**src/rtl/rgmii_tx_arbiter.sv**
```systemverilog
// Two-source, frame-granular round-robin arbiter feeding the RGMII MAC TX AXI-stream
// port. It enforces an idle gap between frames and truncates frames that run past MAX_LEN.
module rgmii_tx_arbiter #(
    parameter int IFG_CYCLES = 12,
    parameter int MAX_LEN    = 1518
) (
    input  logic        clk_int,
    input  logic        rst_int,
    input  logic [7:0]  s0_tdata,
    input  logic        s0_tvalid,
    input  logic        s0_tlast,
    input  logic        s0_tuser,
    output logic        s0_tready,
    input  logic [7:0]  s1_tdata,
    input  logic        s1_tvalid,
    input  logic        s1_tlast,
    input  logic        s1_tuser,
    output logic        s1_tready,
    output logic [7:0]  m_tdata,
    output logic        m_tvalid,
    output logic        m_tlast,
    output logic        m_tuser,
    input  logic        m_tready,
    output logic [1:0]  grant,
    output logic [15:0] frame_cnt0,
    output logic [15:0] frame_cnt1,
    output logic [15:0] trunc_cnt
);
    typedef enum logic [1:0] {IDLE, SEND, DRAIN, GAP} state_t;

    localparam logic [15:0] BEAT_LAST = 16'(MAX_LEN - 1);
    localparam logic [15:0] IFG_LAST  = 16'((IFG_CYCLES > 0) ? IFG_CYCLES - 1 : 0);
    localparam bit          NO_GAP    = (IFG_CYCLES == 0);

    state_t      state;
    logic        last_s1;
    logic [15:0] beat_cnt;
    logic [15:0] ifg_cnt;
    logic [7:0]  sel_data;
    logic        sel_valid;
    logic        sel_last;
    logic        sel_user;
    logic        at_limit;
    logic        m_hs;
    logic        frame_done;

    function automatic logic [15:0] sat_inc(input logic [15:0] v);
        return (v == 16'hFFFF) ? v : v + 16'd1;
    endfunction

    assign sel_data   = grant[1] ? s1_tdata  : s0_tdata;
    assign sel_valid  = grant[1] ? s1_tvalid : s0_tvalid;
    assign sel_last   = grant[1] ? s1_tlast  : s0_tlast;
    assign sel_user   = grant[1] ? s1_tuser  : s0_tuser;
    assign at_limit   = (beat_cnt == BEAT_LAST);
    assign m_hs       = (state == SEND) && sel_valid && m_tready;
    // A frame ends on a genuine source tlast, whether forwarded or being drained.
    assign frame_done = (m_hs && sel_last) || ((state == DRAIN) && sel_valid && sel_last);

    always_comb begin
        m_tdata   = 8'h00;
        m_tvalid  = 1'b0;
        m_tlast   = 1'b0;
        m_tuser   = 1'b0;
        s0_tready = 1'b0;
        s1_tready = 1'b0;
        case (state)
            SEND: begin
                m_tdata   = sel_data;
                m_tvalid  = sel_valid;
                m_tlast   = sel_last | at_limit;
                m_tuser   = sel_user | (at_limit & ~sel_last);
                s0_tready = grant[0] & m_tready;
                s1_tready = grant[1] & m_tready;
            end
            DRAIN: begin
                s0_tready = grant[0];
                s1_tready = grant[1];
            end
            default: ;
        endcase
    end

    always_ff @(posedge clk_int or posedge rst_int) begin
        if (rst_int) begin
            state      <= IDLE;
            grant      <= 2'b00;
            last_s1    <= 1'b1;
            beat_cnt   <= 16'd0;
            ifg_cnt    <= 16'd0;
            frame_cnt0 <= 16'd0;
            frame_cnt1 <= 16'd0;
            trunc_cnt  <= 16'd0;
        end else begin
            case (state)
                IDLE: begin
                    if (s0_tvalid && (!s1_tvalid || last_s1)) begin
                        grant <= 2'b01;
                        state <= SEND;
                    end else if (s1_tvalid) begin
                        grant <= 2'b10;
                        state <= SEND;
                    end
                end
                SEND: begin
                    if (m_hs) begin
                        beat_cnt <= beat_cnt + 16'd1;
                        if (sel_last) begin
                            last_s1 <= grant[1];
                            if (grant[0]) frame_cnt0 <= sat_inc(frame_cnt0);
                            else          frame_cnt1 <= sat_inc(frame_cnt1);
                        end else if (at_limit) begin
                            last_s1   <= grant[1];
                            trunc_cnt <= sat_inc(trunc_cnt);
                            state     <= DRAIN;
                        end
                    end
                end
                GAP: begin
                    if (ifg_cnt == IFG_LAST) begin
                        state    <= IDLE;
                        grant    <= 2'b00;
                        beat_cnt <= 16'd0;
                    end else begin
                        ifg_cnt <= ifg_cnt + 16'd1;
                    end
                end
                default: ;
            endcase
            if (frame_done) begin
                ifg_cnt <= 16'd0;
                if (NO_GAP) begin
                    state    <= IDLE;
                    grant    <= 2'b00;
                    beat_cnt <= 16'd0;
                end else begin
                    state <= GAP;
                end
            end
        end
    end
endmodule
```
**config.mk**
```make
export PLATFORM = sky130hd
export DESIGN_NAME = rgmii_tx_arbiter
export DESIGN_NICKNAME = d
export VERILOG_FILES = /design/src/rtl/rgmii_tx_arbiter.sv
export SDC_FILE = /design/constraint.sdc
export NUM_CORES = 1
export LEC_CHECK = 0
export CAP_MARGIN = 20
export CORE_MARGIN = 2
export CORE_UTILIZATION = 40
export DETAILED_ROUTE_END_ITERATION = 10
export DONT_BUFFER_PORTS = 1
export HOLD_SLACK_MARGIN = 0.05
export SLEW_MARGIN = 20
export SYNTH_ARGS = -nofsm -noshare
export SYNTH_HDL_FRONTEND = slang
export SYNTH_SLANG_ARGS = --single-unit
```
**constraint.sdc**
```tcl
create_clock -name clk_int -period 3.14 [get_ports clk_int]
set_input_delay 0.628 -clock clk_int [delete_from_list [all_inputs] [get_ports clk_int]]
set_output_delay 0.628 -clock clk_int [all_outputs]
set_load 0.1 [all_outputs]
```
# Word level (Yosys, flattened, before mapping)
# Index checks and enable logic that the tools add are counted.
[word_totals] reg_bits=85 output_inout_bits=63
[op_classes] n_addsub=5 n_eq_ne=17 muxes=29 bitwise=10 n_reduce_logical=23
[op_table] op="adder 16 x 1 -> 16 bit, second input constant" n=5
[op_table] op="two-way mux 16 bit" n=5
[op_table] op="== test 16 bit, second input constant" n=3
[op_table] op="case mux 16 bit (2 select lines)" n=1
[op_table] op="two-way mux 2 bit" n=9
[op_table] op="== test 16 x 11 -> 1 bit, second input constant" n=1
[op_table] op="== test 16 x 4 -> 1 bit, second input constant" n=1
[op_table] op="two-way mux 8 bit" n=2
[op_table] op="!= test 3 bit, second input constant" n=5
[op_table] op="AND reduction 5 bit" n=3
[op_table] op="AND reduction 3 bit" n=3
[op_table] op="two-way mux 1 bit" n=8
[op_table] op="nonzero test 2 bit" n=4
[op_table] op="logical AND 1 bit" n=6
[op_table] op="!= test 2 bit, second input constant" n=3
[op_table] op="case mux 2 bit (3 select lines)" n=1
[op_table] op="AND reduction 6 bit" n=1
[op_table] op="inverter 1 bit" n=5
[op_table] op="== test 2 bit, second input constant" n=2
[op_table] op="!= test 4 bit, second input constant" n=1
[op_table] op="case mux 1 bit (2 select lines)" n=2
[op_table] op="case mux 2 bit (2 select lines)" n=1
[op_table] op="nonzero test 4 bit" n=1
[op_table] op="bitwise AND 1 bit" n=3
[op_table] op="6 further kinds" n=8

# Logic depth before layout (Yosys ltp)
# Gate-level depths: netlist (run 1).
[logic_depth] depth_word=7 ltp_mapped=9 ltp_nobuf=7

# Worst setup path before layout (run 1)
# OpenSTA, ideal clock, no wires.
[synth_path] kind="flip-flop to output port" startpoint="register grant[1]" endpoint="output port m_tuser" arrival_time_ns=3.919 required_ns=2.512 setup_slack_ns=-1.407 path_stages_with_launch=5 cell_sequence="dfrtp_1 buf_4 clkbuf_1 mux2i_1 a21boi_0"
[synth_via] elab_chain_cells=5 elab_cells_between_ends=6
[synth_rtl] item="start: declaration" line="24" text="output logic [1:0] grant,"
[synth_rtl] item="start signal: assignment" line="87" text="grant <= 2'b00;"
[synth_rtl] item="start signal: assignment" line="98" text="grant <= 2'b01;"
[synth_rtl] item="start signal: assignment" line="101" text="grant <= 2'b10;"
[synth_rtl] item="two-way mux 1 bit" line="53" text="assign sel_last = grant[1] ? s1_tlast : s0_tlast;"
[synth_rtl] item="inverter 1 bit (no line)"
[synth_rtl] item="bitwise AND 1 bit" line="72" text="m_tuser = sel_user | (at_limit & ~sel_last);"
[synth_rtl] item="OR 1 bit (*)" line="72"
[synth_rtl] item="two-way mux 1 bit (*)" line="67" text="case (state)"
[synth_rtl] item="end: declaration" line="22" text="output logic m_tuser,"
# Mark *: on every way between the ends. The rest lies on a longest branch, timed or not.

# Final worst setup path (run 1)
[layout_path] startpoint="register beat_cnt[1]" endpoint="output port m_tlast"
[layout_via] elab_chain_cells=3
[layout_rtl] item="start: declaration" line="37" text="logic [15:0] beat_cnt;"
[layout_rtl] item="start signal: assignment" line="107" text="beat_cnt <= beat_cnt + 16'd1;"
[layout_rtl] item="== test 16 x 11 -> 1 bit" line="55" text="assign at_limit = (beat_cnt == BEAT_LAST);"
[layout_rtl] item="OR 1 bit" line="71" text="m_tlast = sel_last | at_limit;"
[layout_rtl] item="two-way mux 1 bit" line="67"
[layout_rtl] item="end: declaration" line="21" text="output logic m_tlast,"
# Every way passes these cells.

==> results by group, run 1 <==
Outcome
  • Status: complete, no violations

Global routing
  • Largest net degree at the start of global routing: 43
  • Global-route wire length before repair: 17.32 mm
  • Total congestion overflow: 0
  • Total track usage: 16.92%
  • Initial antenna violation count: 0
  • Vias in the first global route: 3654

Logic synthesis
  • Post-Synth Adder-Cell Area: 2.945%
  • Largest family of logic cells by synthesized area: simple AND/OR/NAND/NOR gates
  • Synth cell types: 56
  • Post-synth top area cell: dfrtp_1
  • Post-Synthesis Cell Area: 4673 µm²
  • Largest cells by area after synthesis: dfrtp_1, xnor2_1, xor2_1, nand3_1, nand2_1
  • Ys async rst share: 100.0%
  • Net Count, Synth: 496
  • Synth Register Bits: 85
  • XOR/XNOR Fraction of Synth Area: 10.87%
  • Most numerous cell in the Yosys netlist: dfrtp_1
  • Synthesized instance count: 460
  • Commonest cells in the netlist: dfrtp_1, nand2_1, nor2_1
  • Share of synthesized area spent on multiplexers: 4.096%
  • Synth Area in Compound Gates: 6.988%
  • Number of synthesized flops with an enable pin: 0
  • Mean Syn Cell Area: 10.16 µm²
  • Post-synthesis sequential area ratio: 45.54%
  • Post-synth top area share: 44.98%
  • Count of yosys warnings during synthesis: 0
  • Simple-gate area share of the yosys netlist: 27.26%
  • Ys flop type: dfrtp_1

STA
  • Tmin final: 2.915 ns
  • Max frequency: 343.0 MHz
  • Setup Viol. Count Final: 0
  • Worst setup margin: 0.2247 ns
  • Rel. slew slack: 51.37%
  • RSZ-0062 raised after global routing: no
  • Max Slew Vio Count: 0
  • Skew final: 0.007212 ns
  • Worst-Margin Slew: 0.7228 ns
  • Period utilization: 92.84%
  • Hold Vio Cnt, Final: 0

Layout
  • Final nets: 555
  • Finished Core Util: 49.29%
  • Fillers: 1075
  • Area delta synth->final: 20.43%
  • Share of cells above drive strength 1: 22.71%
  • Ant diodes: 0

Placed design
  • Count of input and output buffers: 0
  • Hpwl dp: 7.341 mm
  • Worst Setup Slack post-DPL: 0.4996 ns
  • Final GP Congestion: 0.8421

Detailed routing
  • # DRC: 0
  • Via-per-instance ratio: 5.456
  • Starting DRC count in detailed routing: 233
  • WL per Instance: 15.15 µm
  • First-pass DRT Iterations: 4
  • Via count: 3639
  • Drt total wl: 10.10 mm
  • Post-route antenna net violation count: 0

Die
  • Starting Density: 40.93%
  • CORE AREA: 11420 µm²
  • Die Width: 112.1 µm
  • Die area: 12560 µm²
  • Die Y: 112.1 µm
  • Row count: 39
  • Top-level I/O count: 88

Clock tree
  • Max clock buf depth: 2
  • CTS hold repair buffers: 0
  • Maximum level of the CTS H-tree: 3
  • Post-cts sizing count: 0
  • Clock transition at path regs: 0.06 ns
  • Clock sink count: 85
  • CTS root buffer: clkbuf_16
  • Post-CTS setup buffers: 0
  • Cts bufs inserted: 9
  • Worst skew pair latency: 0.35 ns
  • CTS tree: built

Setup path
  • CP startpoint kind: flip-flop
  • Kind of critical path: reg -> out
  • Worst path required time: 2.51 ns
  • R2r setup slk: 0.51 ns
  • Critical Path Sink Type: primary output
  • WP data arrival: 2.29 ns
  • Crit path max fanout: 5

Worst hold path
  • Worst hold path type: in -> async

Job
  • Max cap viols: 0

Power and ir drop
  • PwrDens: 736.3 nW/µm²
  • Pleak: 2.579 nW
  • Peak VDD IR: 0.6652 mV
[cell type report]
type	instances	area [µm²]	share of cell area, %
Multi-Input combinational cell	350	2494	44.31
Sequential cell	85	2130	37.84
Timing Repair Buffer	63	485.5	8.626
Clock buffer	10	239.0	4.246
Tap cell	143	178.9	3.179
Clock inverter	6	62.56	1.112
Inverter	10	38.79	0.6892
[placed cells by master (no fill, tap or decap), types with 12 or more instances in the layout]
master and n:
buf_4 62, nand4_1 22, o21ai_0 18, dfrtp_1 83, nand3_1 32, xor2_1 29, nor2_1 34, and3_1 12
nand2_1 38, mux2i_1 12, xnor2_1 29
[metrics by stage]
stage	hold WS [ns]	std cells	power (mW)	instance area, µm²	TNS [ns]
3_3_place_gp	0.5077	651	3.053	5326	0
3_5_place_dp	0.5100	651	3.096	5326	0
6_report	0.2546	667	4.144	5628	0
4_1_cts	0.2882	667	4.184	5628	0
2_1_floorplan	0.4701	460	2.762	4730	-0.1013
5_1_grt	0.3086	667	4.366	5628	0
[where the power goes]
group | total (mW) | switching, mW | internal, mW
clock | 1.08 | 0.442 | 0.634
sequential | 1.40 | 0.164 | 1.24
combinational | 1.66 | 1.18 | 0.486
[routing by layer]
metal	track usage (%)	wire (µm)
met3	5.076	555
met5	0	0
met4	7.967	254
met2	26.22	4563
met1	21.82	4730
[path summary, 6_finish.rpt]
check,cells past startpoint,from,to
max in group asynchronous,2,rst_int,grant[1]
worst max register to register,7,beat_cnt[1],trunc_cnt[1]
min in group clk_int,1,s0_tvalid,grant[0]
worst min-delay path,1,rst_int,frame_cnt1[11]
worst min register to register,1,beat_cnt[8],beat_cnt[8]
worst max-delay path,7,beat_cnt[1],m_tlast
[state kept, by name, indices dropped and copies added, names as in the netlist]
signal / flops
state: 2
beat_cnt: 16
frame_cnt1: 16
ifg_cnt: 16
grant: 2
trunc_cnt: 16
last_s1: 1
frame_cnt0: 16
[kinds of logic after synthesis]
group	count (synthesis)
AO/OA/AOI/OAI	48
XOR/XNOR	58
adder cells (fa/ha/maj)	11
buffers and inverters	25
flip-flops	85
multiplexers	18
AND/OR/NAND/NOR	215
[critical path, cell delays in order (launching register included)]
cell	delay, ns
dfrtp_1	0.42
inv_1	0.07
ha_1	0.12
or4b_4	0.46
nor4_4	0.34
nor2_1	0.11
nor2b_2	0.12
buf_4	0.29
Note: power is estimated with default switching activity, not from simulation.
==> run 2: changes to the inputs <==
==> constraint.sdc (replaced) <==
create_clock -name clk_int -period 2.6 [get_ports clk_int]
set_input_delay 0.52 -clock clk_int [delete_from_list [all_inputs] [get_ports clk_int]]
set_output_delay 0.52 -clock clk_int [all_outputs]
set_load 0.1 [all_outputs]
==> results by group, run 2 (same netlist as run 1, synthesis figures left out) <==
Setup path
  • R2r setup slk: 0.17 ns (was 0.51 ns)
  • Worst path required time: 2.08 ns (was 2.51 ns)
  • Reg2reg start: beat_cnt[1] (unchanged)
  • CP max-delay cell: or4b_4 (unchanged)
  • CP top delay family: simple AND/OR/NAND/NOR gates (unchanged)
  • Crit path max fanout: 4 (was 5)
  • Kind of critical path: reg -> out (unchanged)
  • Setup crit start: beat_cnt[1] (unchanged)
  • Worst path cell trace: inv_1, ha_1, or4b_4, nor4_4, buf_4, nand2_4, a21boi_4, buf_12 (was inv_1, ha_1, or4b_4, nor4_4, nor2_1, nor2b_2, buf_4)
  • WP data arrival: 2.14 ns (was 2.29 ns)
  • CP max stage delay: 0.46 ns (about the same)
  • Critical Path Sink Type: primary output (unchanged)
  • CP startpoint kind: flip-flop (unchanged)
  • Worst path bufs/invs: 3 (was 2)

Global routing
  • Global-route wire length before repair: 17.88 mm (was 17.32 mm)
  • Vias in the first global route: 3869 (was 3654)
  • Initial antenna violation count: 0 (unchanged)
  • Total track usage: 17.28% (was 16.92%)
  • Total congestion overflow: 0 (unchanged)
  • Largest net degree at the start of global routing: 45 (was 43)

Power and ir drop
  • Comb power frac: 43.1% (was 40.2%)
  • Psw: 2.153 mW (was 1.784 mW)
  • Clock network power share: 23.5% (was 26.0%)
  • PwrDens: 868.4 nW/µm² (was 736.3 nW/µm²)
  • Sw Share: 42.76% (was 43.06%)
  • Peak VDD IR: 0.6687 mV (was 0.6652 mV)
  • Pleak: 2.675 nW (was 2.579 nW)
  • Internal power: 2.882 mW (was 2.359 mW)
  • Sequential power share: 33.3% (was 33.9%)

Job
  • Max cap viols: 0 (unchanged)

STA
  • Period utilization: 102.3%
  • Tmin final: 2.661 ns
  • Max frequency: 375.8 MHz
  • Worst-Margin Slew: 0.6757 ns (was 0.7228 ns)
  • RSZ-0062 raised after global routing: yes (was no)
  • Hold Vio Cnt, Final: 0 (unchanged)
  • Skew final: 0.005986 ns (was 0.007212 ns)
  • Worst setup margin: -0.06066 ns (was 0.2247 ns)
  • Rel. slew slack: 54.54% (was 51.37%)
  • Max Slew Vio Count: 0 (unchanged)
  • Setup Viol. Count Final: 2 (was 0)

Detailed routing
  • WL per Instance: 15.02 µm (was 15.15 µm)
  • Via count: 3746 (was 3639)
  • Drt total wl: 10.26 mm (was 10.10 mm)
  • Via-per-instance ratio: 5.485 (was 5.456)
  • M1 wire length: 4.764 mm (was 4.730 mm)
  • DR WL met2: 4.722 mm (was 4.563 mm)
  • # DRC: 0 (unchanged)
  • Starting DRC count in detailed routing: 290 (was 233)
  • Top layer in use: met4 (unchanged)
  • Met3 WL: 550 µm (was 555 µm)
  • First-pass DRT Iterations: 4 (unchanged)
  • Post-route antenna net violation count: 0 (unchanged)

Outcome
  • Status: finished, violations left (was complete, no violations)
  • Failing checks: negative setup slack

Placed design
  • Worst Setup Slack post-DPL: 0.1471 ns (was 0.4996 ns)
  • Final GP Congestion: 0.8055 (was 0.8421)
  • Hpwl dp: 7.484 mm (was 7.341 mm)
  • Count of input and output buffers: 0 (unchanged)

Layout
  • Most common cell after layout, fill and taps aside: dfrtp_1 (unchanged)
  • Fillers: 1039 (was 1075)
  • Area delta synth->final: 24.07% (was 20.43%)
  • FF+latch area: 2133 µm² (was 2130 µm²)
  • Finished Core Util: 50.78% (was 49.29%)
  • Most frequent cells in the layout: dfrtp_1, buf_4, nand2_1 (unchanged)
  • Ant diodes: 0 (unchanged)
  • Share of cells above drive strength 1: 25.93% (was 22.71%)
  • Final nets: 572 (was 555)
  • Multi-input gate area: 2524 µm² (was 2494 µm²)

Clock tree
  • Max clock buf depth: 2 (unchanged)
  • Maximum level of the CTS H-tree: 3 (unchanged)
  • CTS root buffer: clkbuf_16 (unchanged)
  • CTS tree: built (unchanged)
  • Worst skew pair latency: 0.34 ns (was 0.35 ns)
  • Clock sink count: 85 (unchanged)
  • Cts bufs inserted: 9 (unchanged)
  • Clock transition at path regs: 0.06 ns (about the same)

Die
  • Row count: 39 (unchanged)
  • Die Y: 112.1 µm (unchanged)
  • CORE AREA: 11420 µm² (unchanged)
  • Die Width: 112.1 µm (unchanged)
  • Starting Density: 40.93% (unchanged)
  • Top-level I/O count: 88 (unchanged)
  • Die area: 12560 µm² (unchanged)

Worst hold path
  • Worst hold path type: in -> async (unchanged)
==> run 2: cell types whose count changed in the layout (fill, tap and decap cells not counted), sizes merged <==
cell	delta
buf	+17
bufinv	-1
clkbuf	+3
clkinv	-1
clkinvlp	-2
==> run 2: final timing paths <==
| kind | endpoint | cells past startpoint |
|---|---|---|
| setup / recovery | m_tuser | 8 |
| hold / removal | frame_cnt0[12] | 2 |
| setup reg to reg | trunc_cnt[13] | 10 |
| hold reg to reg | frame_cnt0[2] | 1 |
| max in group asynchronous | grant[1] | 2 |
| min in group clk_int | grant[1] | 1 |
==> run 2: per-layer routing <==
layer / global-route usage, % / up-vias
met1: 22.82 / 1816
met3: 3.834 / 14
met4: 7.805 / 0
li1: - / 1803
met5: 0 / -
met2: 27.35 / 113
==> run 2: area by class of cell <==
class                   instances  area share [%]
flip-flops and latches         85           36.79
inverters                      10          0.7121
repair buffers                 80           11.22
clock inverters                 2          0.1726
multi-input cells             350           43.53
well taps                     143           3.086
clock buffers                  13           4.489
==> run 2: power by group through the flow <==
stage          logic [mW]  registers (mW)  clock network [mW]
2_1_floorplan        1.38            1.97                   0
3_3_place_gp         2.10            1.69                   0
3_5_place_dp         2.14            1.71                   0
4_1_cts              2.18            1.68                1.22
5_1_grt              2.35            1.71                1.27
6_report             2.17            1.68                1.19
==> run 2: timing repair <==
action / in CTS / in global routing
gates cloned: 0 / 0
pin swaps: 2 / 1
hold buffers: 0 / 0
gates resized for setup: 1 / 4
endpoints found under the setup margin: 2 / 3
buffers inserted: 5 / 2
==> run 2: worst reg2reg max path: stages, from the launching register on <==
cell and delay, ns:
dfrtp_1 0.38, inv_1 0.06, ha_1 0.12, or4b_4 0.46, nor4_4 0.21, buf_4 0.19
buf_4 0.11, nand3b_2 0.08, buf_4 0.21, nor4_1 0.36, xor2_1 0.17
==> run 2: per-stage QoR <==
stage	hold slack (ns)	TNS (ns)	cell area [µm²]	power, mW	std cells
global route	0.2536	-0.2909	5798	5.330	683
CTS	0.2259	-0.08126	5767	5.079	681
finish	0.2145	-0.1014	5798	5.035	683
detailed placement	0.5204	0	5458	3.849	661
global placement	0.5108	0	5458	3.797	661
floorplan	0.4701	-0.01557	4751	3.352	460
